## src/rtl/memory_fsm_fib_checker_pkg.sv

```systemverilog
// Shared constants, state encoding and expected-word helper for the fib memory
// read-back checker.
package memory_fsm_fib_checker_pkg;

  localparam int ADDR_W = 15;
  localparam int DATA_W = 16;
  localparam int SEG_W  = 5;
  localparam int OFF_W  = ADDR_W - SEG_W;
  localparam int ERR_W  = 6;

  localparam logic [SEG_W-1:0] LAST_SEG = 5'd30;
  localparam logic [3:0]       PAT0     = 4'b1010;
  localparam logic [3:0]       PAT1     = 4'b1110;

  typedef enum logic [1:0] {
    IDLE  = 2'd0,
    READ  = 2'd1,
    DRAIN = 2'd2,
    DONE  = 2'd3
  } state_t;

  // Word the writer FSM leaves at a segment: zero-extended {seg, pattern nibble}.
  function automatic logic [DATA_W-1:0] exp_word(input logic [SEG_W-1:0] seg,
                                                 input logic [3:0]       pat);
    return {{(DATA_W-SEG_W-4){1'b0}}, seg, pat};
  endfunction

endpackage

```

## src/rtl/memory_fsm_fib_checker_word_cmp.sv

```systemverilog
// Builds the expected word for one port from the segment under compare and
// flags a mismatch against the returned read data.
module memory_fsm_fib_checker_word_cmp
  import memory_fsm_fib_checker_pkg::*;
#(
  parameter logic [3:0] PAT = 4'b0000
) (
  input  logic [SEG_W-1:0]  seg,
  input  logic [DATA_W-1:0] q,
  output logic              mismatch
);

  logic [DATA_W-1:0] expected;

  always_comb begin
    expected = exp_word(seg, PAT);
    mismatch = (q !== expected);
  end

endmodule

```

## config.mk

```make
export PLATFORM = sky130hd
export DESIGN_NAME = memory_fsm_fib_checker_word_cmp
export DESIGN_NICKNAME = d
export VERILOG_FILES = /design/src/rtl/memory_fsm_fib_checker_pkg.sv /design/src/rtl/memory_fsm_fib_checker_word_cmp.sv
export SDC_FILE = /design/constraint.sdc
export NUM_CORES = 1
export LEC_CHECK = 0
export BUFFER_PORTS_ARGS = -buffer_cell sky130_fd_sc_hd__buf_2
export CORE_AREA = 2 2 39 41
export DETAILED_ROUTE_END_ITERATION = 10
export DIE_AREA = 0 0 41 43
export PLACE_DENSITY_LB_ADDON = 0.3
export SYNTH_ARGS = -nofsm -noshare
export SYNTH_HDL_FRONTEND = slang
export SYNTH_SLANG_ARGS = --single-unit
export TNS_END_PERCENT = 50
```

## constraint.sdc

```tcl
create_clock -name vclk -period 2.6
set_input_delay 0.13 -clock vclk [all_inputs]
set_output_delay 0.13 -clock vclk [all_outputs]
set_load 0.1 [all_outputs]
```

# Yosys cells after proc, flatten, opt, wreduce, memory -nomap -nowiden
# Cells that the tools add are included.
[totals] ff_bits=0 word_cells=1 out_inout_bits=1 inputBits=21
[classes] eq_ne=1
[op_table] operator="$nex 16x9->1" count=1

# Longest topological paths before layout
[logic_depth] word_depth=1 mapped_depth=3 mapped_depth_nobuf=3

# Worst setup path after synthesis
# No wires, ideal clock.
[synth_path] kind="input to output" startpoint="input q[11]" endpoint="output mismatch" n_path_buf=0 slack_ns=1.088 arrival_time_ns=1.382 required_time_ns=2.470 stages=3 path_cell_list="nor4_2 -> nand4_1 -> or4_1"
[synth_between] elab_chain_len=1
[synth_lines] element="start: declaration" line="memory_fsm_fib_checker_word_cmp.sv:9" text="input logic [DATA_W-1:0] q,"
[synth_lines] element="$nex 16x9->1" line="memory_fsm_fib_checker_word_cmp.sv:17" text="mismatch = (q !== expected);"
[synth_lines] element="end: declaration" line="memory_fsm_fib_checker_word_cmp.sv:10" text="output logic mismatch"
# Every way passes these cells.

# Worst setup path after layout
# Same ends and word-level chain as after synthesis.

==> impl_metrics.csv <==
group,metric,value,unit
setup_path,critical_path.max_fanout,1,
die,pin_count,22,
setup_path,arrival,1390,ps
power_and_ir_drop,power,0.02593,mW
layout,n_clock_buffer,0,
synth,synth_top_area_share,28.77,%
routing,via_per_inst,3.347,
grt,antenna_found_initial,0,
layout,fin_nets,56,
clocking,cts_hold_buf,0,
grt,grt_max_degree,2,
setup_path,crit_chain,"buf_2 -> nor4_2 -> nand4_1 -> or4_1 -> buf_2",
synth,synth_fp_nets,32,
die,initial_utilization,6.600,%
clocking,post_cts_resized,0,
die,die_h,43,um
die,placementRows,14,
sta,fin_setup_tns,0,ps
grt,grt_pass1_wl,565,um
layout,diodes,0,
synth,yosys_warnings,0,
power_and_ir_drop,power.density,117.1,nW/um^2
synth,yosysSeqAreaShare,0,%
layout,seq_cell_count,0,
setup_path,crit_buf_inv,2,
sta,max_freq,656.7,MHz
routing,wirelength,428,um
sta,period_share,58.57,%
power_and_ir_drop,ir_drop,34.96,uV
synth,syn-cell-area,91.34,um^2
routing,vias,164,
sta,setup-violations-final,0,
power_and_ir_drop,p_sw,0.009340,mW
routing,drt-initial-drc-count,0,
power_and_ir_drop,switching_share,36.02,%
synth,synthTopCellsByArea,"xnor2_1 29%, nor4_2 27%, xor2_1 19%",
power_and_ir_drop,intPower,0.01659,mW
sta,slew_headroom,67.65,%
layout,area_growth,142.5,%
synth,yosysTopAreaCell,"xnor2_1",
setup_path,worstSetupStartpointType,"input port",
run,maxCapViolations,0,
synth,yosysMostFrequentCell,"xnor2_1",
power_and_ir_drop,power_frac_seq,0,%
grt,grt_pass1_vias,146,
min_path,worstHoldStart,"q[13]",
setup_path,crit_top_cell,"buf_2",
min_path,worstHoldPathCells,5,
power_and_ir_drop,power_frac_comb,100.0,%
setup_path,critPathTopFamily,"simple AND/OR/NAND/NOR gates",
power_and_ir_drop,clock_power_share,0,%
placed_design,place_congestion,0.5907,
setup_path,worstSetupPathType,"input port to output pin",
synth,avgSynthCellArea,8.303,um^2
sta,final-hold-violation-count,0,
status,outcome,"completed",
die,fp.dieW,41,um
clocking,post_cts_buffers,0,
min_path,whs_endpoint,"mismatch",
sta,rsz0062_at_grt,"false",
setup_path,slowest_stage,"or4_1",
routing,drt_first_pass_iters,1,
die,core_area,1384,um^2
sta,fin_crit,1523,ps
sta,worstMarginPinSlew,488.6,ps
routing,drc,0,
layout,regArea,0,um^2
placed_design,dpl_cell_area,221.5,um^2
synth,synth_cell_type_count,7,
layout,fillers,151,
die,die_area,1763,um^2
placed_design,io_buffers,22,
synth,syn-instance-count,11,
layout,drive_above_1_share,72.73,%
min_path,hold_class,"input port to output pin",
routing,ant_nets,0,
layout,postLayoutCellArea,221.5,um^2
power_and_ir_drop,leakagePower,0.1050,nW
grt,grt_use_total,4.595,%
sta,final-max-slew-violation-count,0,
grt,overflow,0,
synth,synthTopCellsByCount,"3 x xnor2_1, 2 x nor4_2, 2 x xor2_1",
layout,multi_input_area,91.34,um^2
setup_path,cp-end-kind,"output pin",
setup_path,slowest_delay,490,ps
routing,routedWlPerCell,8.735,um
setup_path,crit_required,2470,ps
[kinds of logic (layout without fill, tap and decap cells)]
| kind of cell | after synthesis | after routing | share of synthesized area [%] |
|---|---|---|---|
| and+or+nand+nor | 6 | 6 | 52.05 |
| buffers and inverters | 0 | 22 | 0 |
| xor gates and xnor gates | 5 | 5 | 47.95 |
[how the worst max path moves through the flow]
stage	startpoint	endpoint	slack, ps	depth (start not counted)
after global routing	q[13]	mismatch	970	5
after floorplan	q[11]	mismatch	1090	3
after detailed placement	q[11]	mismatch	1060	5
after global placement	q[11]	mismatch	1060	5
final	q[11]	mismatch	1080	5
after CTS	q[11]	mismatch	1060	5
[cells in the final DEF (no fill, tap or decap)]
master | Yosys | final
xnor2_1 | 3 | 3
nand2_1 | 1 | 1
nor4_2 | 2 | 2
nor3_1 | 1 | 1
nand4_1 | 1 | 1
xor2_1 | 2 | 2
or4_1 | 1 | 1
buf_2 | 0 | 22
[power groups by stage]
stage	Clock (mW)	Combinational, mW	Sequential [mW]
floorplan	0	0.00760	0
global placement	0	0.0267	0
detailed placement	0	0.0264	0
CTS	0	0.0264	0
global route	0	0.0287	0
finish	0	0.0259	0
[metal layers]
metal  GRT usage, %  vias up  wire (um)
li1               -       86          -
met1          8.544       56        199
met2          4.688       22        106
met3          2.094        0        122
met4              0        0          0
met5              0        -          0
[worst min-delay path, cell delays in order]
cell	delay, ps
buf_2	80
nor4_2	30
nand4_1	50
or4_1	110
buf_2	420
[area by class of cell]
class	instances	share of cell area [%]
timing repair buffer	22	49.72
multi-input combinational	11	41.24
tap	16	9.040
[stage by stage]
step	hold slack (ps)	setup slack (ps)	utilization, %	cells
2_1_floorplan	1017	1088	-	11
3_3_place_gp	959.8	1064	16.00	49
3_5_place_dp	962.9	1063	16.00	49
4_1_cts	962.9	1063	16.00	49
5_1_grt	991.8	969.9	16.00	49
6_report	958.0	1077	16.00	49
Power figures use the tool's default switching activity.
